--- config.mk ---
export PLATFORM = sky130hd
export DESIGN_NAME = program_loader
export DESIGN_NICKNAME = d
export VERILOG_FILES = /design/src/rtl/program_loader.sv
export SDC_FILE = /design/constraint.sdc
export NUM_CORES = 1
export LEC_CHECK = 0
export ABC_AREA = 0
export ABC_CLOCK_PERIOD_IN_PS = 3940
export BUFFER_PORTS_ARGS = -buffer_cell sky130_fd_sc_hd__buf_2
export CAP_MARGIN = 15
export CORE_MARGIN = 3
export CORE_UTILIZATION = 43
export CTS_BUF_LIST = sky130_fd_sc_hd__clkbuf_8
export DETAILED_ROUTE_END_ITERATION = 10
export PLACE_DENSITY = 0.66
export SLEW_MARGIN = 40
export SYNTH_ARGS = -nofsm -noshare
export SYNTH_HDL_FRONTEND = slang
export SYNTH_SLANG_ARGS = --single-unit
--- constraint.sdc ---
create_clock -name clk -period 3.94 [get_ports clk]
set_input_delay 0.788 -clock clk [delete_from_list [all_inputs] [get_ports clk]]
set_output_delay 0.788 -clock clk [all_outputs]
set_load 0.02 [all_outputs]
--- src/rtl/program_loader.sv ---
// ============================================================================
// Module   : program_loader
// Brief    : Framed byte-stream loader that writes 16-bit words into the
//            instruction memory and holds the CPU in reset until verified.
// Revision : 1.0
// ============================================================================
`default_nettype none

module program_loader #(
    parameter logic [7:0] BASE_ADDR = 8'h00
) (
    input  logic        clk,
    input  logic        reset,
    input  logic        start,
    input  logic        rx_valid,
    input  logic [7:0]  rx_data,
    output logic        rx_ready,
    output logic        im_we,
    output logic [7:0]  im_addr,
    output logic [15:0] im_wdata,
    output logic        cpu_hold,
    output logic        busy,
    output logic        done,
    output logic        error
);

    typedef enum logic [2:0] {
        S_IDLE  = 3'd0,
        S_COUNT = 3'd1,
        S_HI    = 3'd2,
        S_LO    = 3'd3,
        S_WRITE = 3'd4,
        S_CSUM  = 3'd5,
        S_FIN   = 3'd6
    } state_t;

    state_t      r_state;
    logic [7:0]  r_count;
    logic [7:0]  r_idx;
    logic [7:0]  r_hi;
    logic [7:0]  r_sum;
    logic        r_rx_ready;
    logic        r_im_we;
    logic [7:0]  r_im_addr;
    logic [15:0] r_im_wdata;
    logic        r_cpu_hold;
    logic        r_busy;
    logic        r_done;
    logic        r_error;

    logic        w_xfer;
    logic [7:0]  w_sum_next;

    assign w_xfer     = rx_valid & r_rx_ready;
    assign w_sum_next = r_sum + rx_data;

    always_ff @(posedge clk or posedge reset) begin
        if (reset) begin
            r_state    <= S_IDLE;
            r_count    <= 8'd0;
            r_idx      <= 8'd0;
            r_hi       <= 8'd0;
            r_sum      <= 8'd0;
            r_rx_ready <= 1'b0;
            r_im_we    <= 1'b0;
            r_im_addr  <= 8'd0;
            r_im_wdata <= 16'd0;
            r_cpu_hold <= 1'b0;
            r_busy     <= 1'b0;
            r_done     <= 1'b0;
            r_error    <= 1'b0;
        end else begin
            r_done  <= 1'b0;
            r_im_we <= 1'b0;
            case (r_state)
                S_IDLE: begin
                    if (start) begin
                        r_error    <= 1'b0;
                        r_sum      <= 8'd0;
                        r_idx      <= 8'd0;
                        r_cpu_hold <= 1'b1;
                        r_busy     <= 1'b1;
                        r_rx_ready <= 1'b1;
                        r_state    <= S_COUNT;
                    end
                end
                S_COUNT: begin
                    if (w_xfer) begin
                        r_count <= rx_data;
                        r_sum   <= rx_data;
                        r_state <= (rx_data == 8'd0) ? S_CSUM : S_HI;
                    end
                end
                S_HI: begin
                    if (w_xfer) begin
                        r_hi    <= rx_data;
                        r_sum   <= w_sum_next;
                        r_state <= S_LO;
                    end
                end
                S_LO: begin
                    // Word and address are registered here so they appear during WRITE.
                    if (w_xfer) begin
                        r_sum      <= w_sum_next;
                        r_rx_ready <= 1'b0;
                        r_im_we    <= 1'b1;
                        r_im_addr  <= BASE_ADDR + r_idx;
                        r_im_wdata <= {r_hi, rx_data};
                        r_state    <= S_WRITE;
                    end
                end
                S_WRITE: begin
                    r_idx      <= r_idx + 8'd1;
                    r_rx_ready <= 1'b1;
                    r_state    <= ((r_idx + 8'd1) == r_count) ? S_CSUM : S_HI;
                end
                S_CSUM: begin
                    // Verdict is computed on acceptance so done/error show during FIN.
                    if (w_xfer) begin
                        r_sum      <= w_sum_next;
                        r_rx_ready <= 1'b0;
                        if (w_sum_next == 8'd0) begin
                            r_done <= 1'b1;
                        end else begin
                            r_error <= 1'b1;
                        end
                        r_state <= S_FIN;
                    end
                end
                S_FIN: begin
                    r_busy     <= 1'b0;
                    r_cpu_hold <= r_error;
                    r_state    <= S_IDLE;
                end
                default: begin
                    r_state <= S_IDLE;
                end
            endcase
        end
    end

    assign rx_ready = r_rx_ready;
    assign im_we    = r_im_we;
    assign im_addr  = r_im_addr;
    assign im_wdata = r_im_wdata;
    assign cpu_hold = r_cpu_hold;
    assign busy     = r_busy;
    assign done     = r_done;
    assign error    = r_error;

endmodule

`default_nettype wire

# [After elaboration in Yosys (flattened, before gate mapping)]
# Cells that the tools add are included.
# W data, S select, Z words.
[word_totals] reg_bits=65
[classes] n_addsub=2 eq_ne=15 muxes=27 bitwise=1 n_reduce_logical=19
[op_table] op="$mux W8" count=3
[op_table] op="$pmux W8 S3" count=1
[op_table] op="$mux W3" count=7
[op_table] op="$pmux W3 S6" count=1
[op_table] op="$logic_not A8 Y1" count=2
[op_table] op="$pmux W8 S2" count=1
[op_table] op="$ne A2 B2 Y1 const B" count=6
[op_table] op="$mux W1" count=10
[op_table] op="$reduce_and A2 Y1" count=5
[op_table] op="$eq A3 B3 Y1 const B" count=3
[op_table] op="$add A8 B1 Y8 const B" count=1
[op_table] op="$add A8 B8 Y8" count=1
[op_table] op="$eq A8 B8 Y1" count=1
[op_table] op="$reduce_and A4 Y1" count=2
[op_table] op="$eq A3 B2 Y1 const B" count=2
[op_table] op="$pmux W1 S2" count=3
[op_table] op="$reduce_bool A2 Y1" count=3
[op_table] op="$reduce_bool A3 Y1" count=2
[op_table] op="$reduce_and A5 Y1" count=1
[op_table] op="$ne A2 B1 Y1 const B" count=2
[op_table] op="$eq A3 B1 Y1 const B" count=1
[op_table] op="$logic_not A3 Y1" count=1
[op_table] op="$pmux W1 S3" count=1
[op_table] op="$reduce_and A3 Y1" count=1
[op_table] op="other kinds (3)" count=3

# [Depth between registers and ports, before layout]
# Gate-level depths: netlist of run 1.
[depth] depth_word=5 mapped_depth=8

# [Worst setup path after synthesis of run 1]
# OpenSTA, ideal clock, no wires.
[synth_timing] path_kind="input -> register" start="input port rx_data[5]" end="register r_error, in the netlist error" arrival_ps=2302 path_slack_ps=1514 cell_stages=7 path_buffers=1 cell_sequence="ha_1 -> buf_6 -> or3_1 -> a2111oi_0 -> o21bai_2 -> nand4_1 -> o31a_1"
[synth_via] elab_chain_len=4
[synth_lines] element="from (decl)" line="16" rtl="input logic [7:0] rx_data,"
[synth_lines] element="$add A8 B8 Y8" line="55" rtl="assign w_sum_next = r_sum + rx_data;"
[synth_lines] element="$logic_not A8 Y1" line="122" rtl="if (w_sum_next == 8'd0) begin"
[synth_lines] element="$ne A2 B2 Y1 (no source line)"
[synth_lines] element="$reduce_and A4 Y1 (no source line)"
[synth_lines] element="to (signal assigned)" line="71" rtl="r_error <= 1'b0;"
[synth_lines] element="to (signal assigned)" line="78" rtl="r_error <= 1'b0;"
[synth_lines] element="to (signal assigned)" line="125" rtl="r_error <= 1'b1;"
[synth_lines] element="to (decl)" line="49" rtl="logic r_error;"
# No other way between the ends.
# A chain may end at the register's enable or synchronous reset.

# [Worst setup path in the final report of run 1]
[layout_timing] start="register r_state[1]" end="register r_im_wdata[4], in the netlist im_wdata[4]"
[layout_via] elab_chain_len=2
[layout_lines] element="from (decl)" line="37" rtl="state_t r_state;"
[layout_lines] element="from (signal assigned)" line="91" rtl="r_state <= (rx_data == 8'd0) ? S_CSUM : S_HI;"
[layout_lines] element="from (signal assigned)" line="115" rtl="r_state <= ((r_idx + 8'd1) == r_count) ? S_CSUM : S_HI;"
[layout_lines] element="$eq A3 B2 Y1" line="75" rtl="case (r_state)"
[layout_lines] element="$reduce_and A2 Y1 (no source line)"
[layout_lines] element="to (signal assigned)" line="108" rtl="r_im_wdata <= {r_hi, rx_data};"
[layout_lines] element="to (decl)" line="45" rtl="logic [15:0] r_im_wdata;"
# No other way between the ends.

==> results of run 1 <==
## where the power goes
group	switching, mW	total (mW)	internal (mW)
registers	0.229	1.13	0.905
logic	0.604	1.08	0.478
clock network	0.273	0.713	0.440
total	1.11	2.93	1.82
## worst paths after layout
kind	start	end	slack, ns
max	r_state[1]	im_wdata[4]	1.45
min	r_hi[4]	im_wdata[12]	0.47
max in group asynchronous	reset	r_sum[3]	2.73
min reg2reg	r_hi[4]	im_wdata[12]	0.47
min in group asynchronous	reset	im_addr[6]	0.52
max reg2reg	r_state[1]	im_wdata[4]	1.45
## logic make-up after synthesis
logic type      share of synthesized area
compound gates                      0.140
flops                               0.478
xor+xnor                           0.0426
buf+inv                            0.0320
fa+ha+maj                          0.0353
mux                                0.0676
simple gates                        0.204
## flip-flops by register name, indices dropped and copies added (netlist names)
name and flops:
r_sum 8, r_idx 8, im_we 1, r_hi 8, r_state 3, done 1
im_wdata 16, im_addr 8, busy 1, error 1, cpu_hold 1, r_count 8
rx_ready 1
## synth_stat cells, types with 6 or more instances
cell type	n	share of area
nand2_1	90	0.099
dfrtp_1	65	0.48
o21ai_0	23	0.034
nor2_1	17	0.019
mux2_2	16	0.053
inv_1	10	0.011
a21oi_1	9	0.013
ha_1	8	0.029
xnor2_1	8	0.021
nand3_1	7	0.010
buf_2	6	0.0088
nor2b_1	6	0.011
nor3_1	6	0.0088
xor2_1	6	0.015
## stage by stage
| step | cells | worst slack, ns | instance area [um2] |
|---|---|---|---|
| detailed placement | 485 | 1.09 | 3690 |
| global route | 501 | 1.21 | 3950 |
| CTS | 501 | 1.31 | 3950 |
| finish | 501 | 1.45 | 3950 |
| global placement | 485 | 1.13 | 3680 |
| floorplan | 357 | 1.51 | 3400 |
## tightest hold or removal path: cells and delay by family (launching register included)
kind / cells / cell delay, ns
simple gates: 2 / 0.10
flops: 1 / 0.34
## layout make-up
cell class,count,share of cell area
clock buffers,10,0.0349
clock inverters,6,0.0292
repair buffers,44,0.0577
inverters,10,0.0101
well taps,99,0.0314
multi-input cells,267,0.425
flip-flops and latches,65,0.412
## layer usage
metal	vias up	GRT usage	part of all wire	routed length (um)
li1	1331	-	-	-
met1	1336	0.248	0.44	3460
met2	60	0.317	0.50	3910
met3	11	0.0454	0.045	357
met4	0	0.0769	0.019	148
met5	-	0	0	0
==> results.ini, run 1 <==
[clock_network]
cts_tree=done
clock_latency_ns=0.34
root_buffer=clkbuf_8
clk_path_buf_depth=2
clkTransAtPathRegs_ns=0.08
cts_max_level=3
cts_resized=0
postCtsHoldBufs=0
clkSinkCount=65
post_cts_buffers=0
cts_buffers=9

[layout]
layout_common_cells=nand2_1 (90), dfrtp_1 (65), buf_2 (41)
nNetsFinal=418
multi_input_area_um2=1680
area.growth.synth_to_final_pct=15.9
utilization=0.530
fill_cells=723
seq_area_um2=1630
final_layout_size_suffix_gt1_frac=0.211
final_common_cell=nand2_1
num_antenna_cells=0

[floorplan]
die_h_um=95.0
fp.dieW_um=95.0
rows=31
core-area_um2=7450
io_pins=42
die_area_um2=9020
start_util=0.457

[worst_setup_path]
path_max_fanout=26
slowest_stage=clkinv_1
crit_family=buffers and inverters
reg2reg_depth=6
cp_slowest_stage_delay_ns=0.64
path_buf_inv=2
crit_type=reg2reg
critical_path_arrival_ns=2.70
cp_num_cells=6
start_kind=flip-flop
required_ns=4.16
crit_chain=nor2b_1, nand3_1, buf_4, clkinv_1, nand2_1, nand2_1
crit_path_end_kind=flip-flop
cpMostUsedCell=nand2_1

[pwr]
power_density_nw_per_um2=742
total_power_mw=2.93
ir_drop_uv=270
p_leak_nw=1.97

[synth]
ys_seq_area_frac=0.478
async_reset_ff_frac=1.00
synth_edf_count=0
yosysUniqueCellTypes=59
synth_area_per_cell_um2=9.54
synth_cells=357
syn_nets=378
synth_flop_cell=dfrtp_1
yosys_warnings=0
synth-seq-cells=65
synth_area_um2=3400

[detailed_routing]
drt_iter0_drc=71
wl_um=7870
drcViolationCount=0
wire_per_inst_um=15.7
num_vias=2738
vias_per_cell=5.47
ant_nets=0
firstDrtPassIters=4

[status]
status=finished clean

[timing]
whs_ns=0.468
slew_headroom=0.478
worst_pin_slew_ns=0.774
hold_viol=0
fin_crit_sh=0.631
rsz0062_at_grt=false
slew_viol_final=0
fmax_ghz=0.402
finalSetupViolations=0
setup-tns-final_ns=0
period_minus_slack_ns=2.49
skew_ns=0.0106

[worst_hold_path]
holdPathStages=2
hold_path_class=reg2reg

[job]
drv_cap=0

[grt]
track_usage=0.194
antenna_found_initial=0
grt_max_degree=50
first_global_vias=2762
gr-total-overflow=0
grt_pass1_wl_um=13400

[place]
hpwl_um=5570
port_buffers=41
gp_congestion=0.876

No activity file was read; power rests on OpenSTA's default activity.
==> inputs of run 2 (changes only) <==
--- a/config.mk
+++ b/config.mk
@@ -6,14 +6,14 @@
 export NUM_CORES = 1
 export LEC_CHECK = 0
 export ABC_AREA = 0
-export ABC_CLOCK_PERIOD_IN_PS = 3940
+export ABC_CLOCK_PERIOD_IN_PS = 2250
 export BUFFER_PORTS_ARGS = -buffer_cell sky130_fd_sc_hd__buf_2
 export CAP_MARGIN = 15
 export CORE_MARGIN = 3
 export CORE_UTILIZATION = 43
 export CTS_BUF_LIST = sky130_fd_sc_hd__clkbuf_8
 export DETAILED_ROUTE_END_ITERATION = 10
-export PLACE_DENSITY = 0.66
+export PLACE_DENSITY = 0.68
 export SLEW_MARGIN = 40
 export SYNTH_ARGS = -nofsm -noshare
 export SYNTH_HDL_FRONTEND = slang
==> constraint.sdc (replaced) <==
create_clock -name clk -period 2.25 [get_ports clk]
set_input_delay 0.45 -clock clk [delete_from_list [all_inputs] [get_ports clk]]
set_output_delay 0.45 -clock clk [all_outputs]
set_load 0.02 [all_outputs]
==> run 2 against run 1 <==
Non-clock buffer count rose by 28. Power rose by 70%. Critical endpoint is now error. Largest cell class unchanged. Sequential share of layout area fell by 1.4 points. Clock-buffer cell count did not move.
==> results.ini, run 2 (synthesized netlist as in run 1, its figures left out) <==
[floorplan]
die_area_um2=9020  ; unchanged
rows=31  ; unchanged
core-area_um2=7450  ; unchanged
start_util=0.457  ; unchanged
io_pins=42  ; unchanged
die_h_um=95.0  ; unchanged
fp.dieW_um=95.0  ; unchanged

[clock_network]
clkTransAtPathRegs_ns=0.08  ; about the same
root_buffer=clkbuf_8  ; unchanged
clkSinkCount=65  ; unchanged
postCtsHoldBufs=0  ; unchanged
post_cts_buffers=0  ; unchanged
cts_max_level=3  ; unchanged
cts_buffers=9  ; unchanged
clock_latency_ns=0.35  ; was 0.34 ns
cts_resized=0  ; unchanged
cts_tree=done  ; unchanged
clk_path_buf_depth=2  ; unchanged

[worst_setup_path]
reg2reg_setup_slack_ns=0.15  ; was 1.45 ns
crit_type=reg2reg  ; unchanged
critical_path_arrival_ns=2.33  ; was 2.70 ns
start_kind=flip-flop  ; unchanged
cp_slowest_stage_delay_ns=0.42  ; was 0.64 ns
reg2reg_depth=6  ; unchanged
path_max_fanout=3  ; was 26
path_buf_inv=0  ; was 2
r2r_start=r_sum[4]  ; was r_state[1]
crit_chain=ha_1, or3_1, a2111oi_0, o21bai_2, nand4_1, o31a_1  ; was nor2b_1, nand3_1, buf_4, clkinv_1, nand2_1, nand2_1
crit_family=compound AO/OA/AOI/OAI gates  ; was buffers and inverters
required_ns=2.48  ; was 4.16 ns
crit_path_end_kind=flip-flop  ; unchanged
reg2reg_to=error  ; was im_wdata[4]
slowest_stage=dfrtp_1  ; was clkinv_1

[timing]
fin_crit_sh=0.935  ; was 0.631
slew_viol_final=0  ; unchanged
rsz0062_at_grt=false  ; unchanged
fmax_ghz=0.475  ; was 0.402 GHz
slew_headroom=0.628  ; was 0.478
whs_ns=0.147  ; was 0.468 ns
finalWorstSetupSlack_ns=0.147  ; was 1.45 ns
period_minus_slack_ns=2.10  ; was 2.49 ns
finalSetupViolations=0  ; unchanged
skew_ns=0.0107  ; was 0.0106 ns
hold_viol=0  ; unchanged
worst_pin_slew_ns=0.558  ; was 0.774 ns

[layout]
largest_reg_flops=16  ; unchanged
num_antenna_cells=0  ; unchanged
area.growth.synth_to_final_pct=20.0  ; was 15.9%
final_layout_size_suffix_gt1_frac=0.263  ; was 0.211
fill_cells=706  ; was 723
layout_common_cells=nand2_1 (90), dfrtp_1 (65), buf_2 (41)  ; unchanged
seq_area_um2=1630  ; unchanged
multi_input_area_um2=1680  ; about the same
finalInstanceArea_um2=4090  ; was 3950 um2
nNetsFinal=446  ; was 418
utilization=0.549  ; was 0.530
final_common_cell=nand2_1  ; unchanged

[grt]
gr-total-overflow=0  ; unchanged
track_usage=0.203  ; was 0.194
first_global_vias=2876  ; was 2762
grt_pass1_wl_um=14100  ; was 13400 um
antenna_found_initial=0  ; unchanged
grt_max_degree=29  ; was 50

[detailed_routing]
drt_iter0_drc=93  ; was 71
vias_per_cell=5.39  ; was 5.47
num_vias=2845  ; was 2738
ant_nets=0  ; unchanged
wl_um=8270  ; was 7870 um
wire_per_inst_um=15.7  ; about the same
firstDrtPassIters=4  ; unchanged
drcViolationCount=0  ; unchanged

[worst_hold_path]
hold_path_class=in2async  ; was reg2reg

[place]
hpwl_um=6110  ; was 5570 um
pre_cts_slack_ns=-0.0540  ; was 1.09 ns
gp_congestion=0.890  ; was 0.876
dpl_cell_area_um2=3910  ; was 3690 um2
port_buffers=41  ; unchanged

[status]
status=finished clean  ; unchanged

[pwr]
p_leak_nw=2.08  ; was 1.97 nW
ir_drop_uv=524  ; was 270 uV
power_density_nw_per_um2=1220  ; was 742 nW/um2

[job]
drv_cap=0  ; unchanged

## run 2: cell types whose count changed in the layout (fill, tap and decap cells not counted), moves of 2 or more
cell,delta
clkinv_2,+2
clkinvlp_4,+2
buf_4,+27
bufinv_16,-3
clkinv_4,-2
## run 2: worst max-delay path by stage
stage,startpoint,endpoint,slack (ns),cells past startpoint
floorplan,rx_data[5],error,0.16,7
global placement,rx_data[0],error,0.03,8
detailed placement,rx_data[0],r_sum[4],-0.05,8
CTS,r_sum[0],r_sum[4],0.13,7
global route,r_sum[4],done,0.01,6
finish,r_sum[4],error,0.15,6
## run 2: power by group
group	switching [mW]	total (mW)	internal (mW)
logic	1.16	2.14	0.983
clock network	0.473	0.893	0.419
registers	0.370	1.96	1.59
total	2.00	4.99	2.99
## run 2: final cells by class
| type | count | share of cell area |
|---|---|---|
| inverter | 10 | 0.00919 |
| tap | 99 | 0.0303 |
| multi-input combinational | 267 | 0.410 |
| timing repair buffer | 72 | 0.110 |
| sequential | 65 | 0.398 |
| clock inverter | 5 | 0.00796 |
| clock buffer | 10 | 0.0337 |
## run 2: stage by stage
step	setup TNS, ns	cells	total power, mW
global placement	0	513	4.04
floorplan	0	357	3.42
detailed placement	-0.0650	513	4.10
CTS	0	528	5.00
global route	0	528	5.38
finish	0	528	4.99
## run 2: routing by layer
| layer | wire [um] | vias up | track usage | share of wire |
|---|---|---|---|---|
| met1 | 3720 | 1380 | 0.270 | 0.45 |
| met5 | 0 | - | 0 | 0 |
| met4 | 205 | 0 | 0.0950 | 0.025 |
| met2 | 4030 | 65 | 0.321 | 0.49 |
| li1 | - | 1382 | - | - |
| met3 | 313 | 18 | 0.0367 | 0.038 |
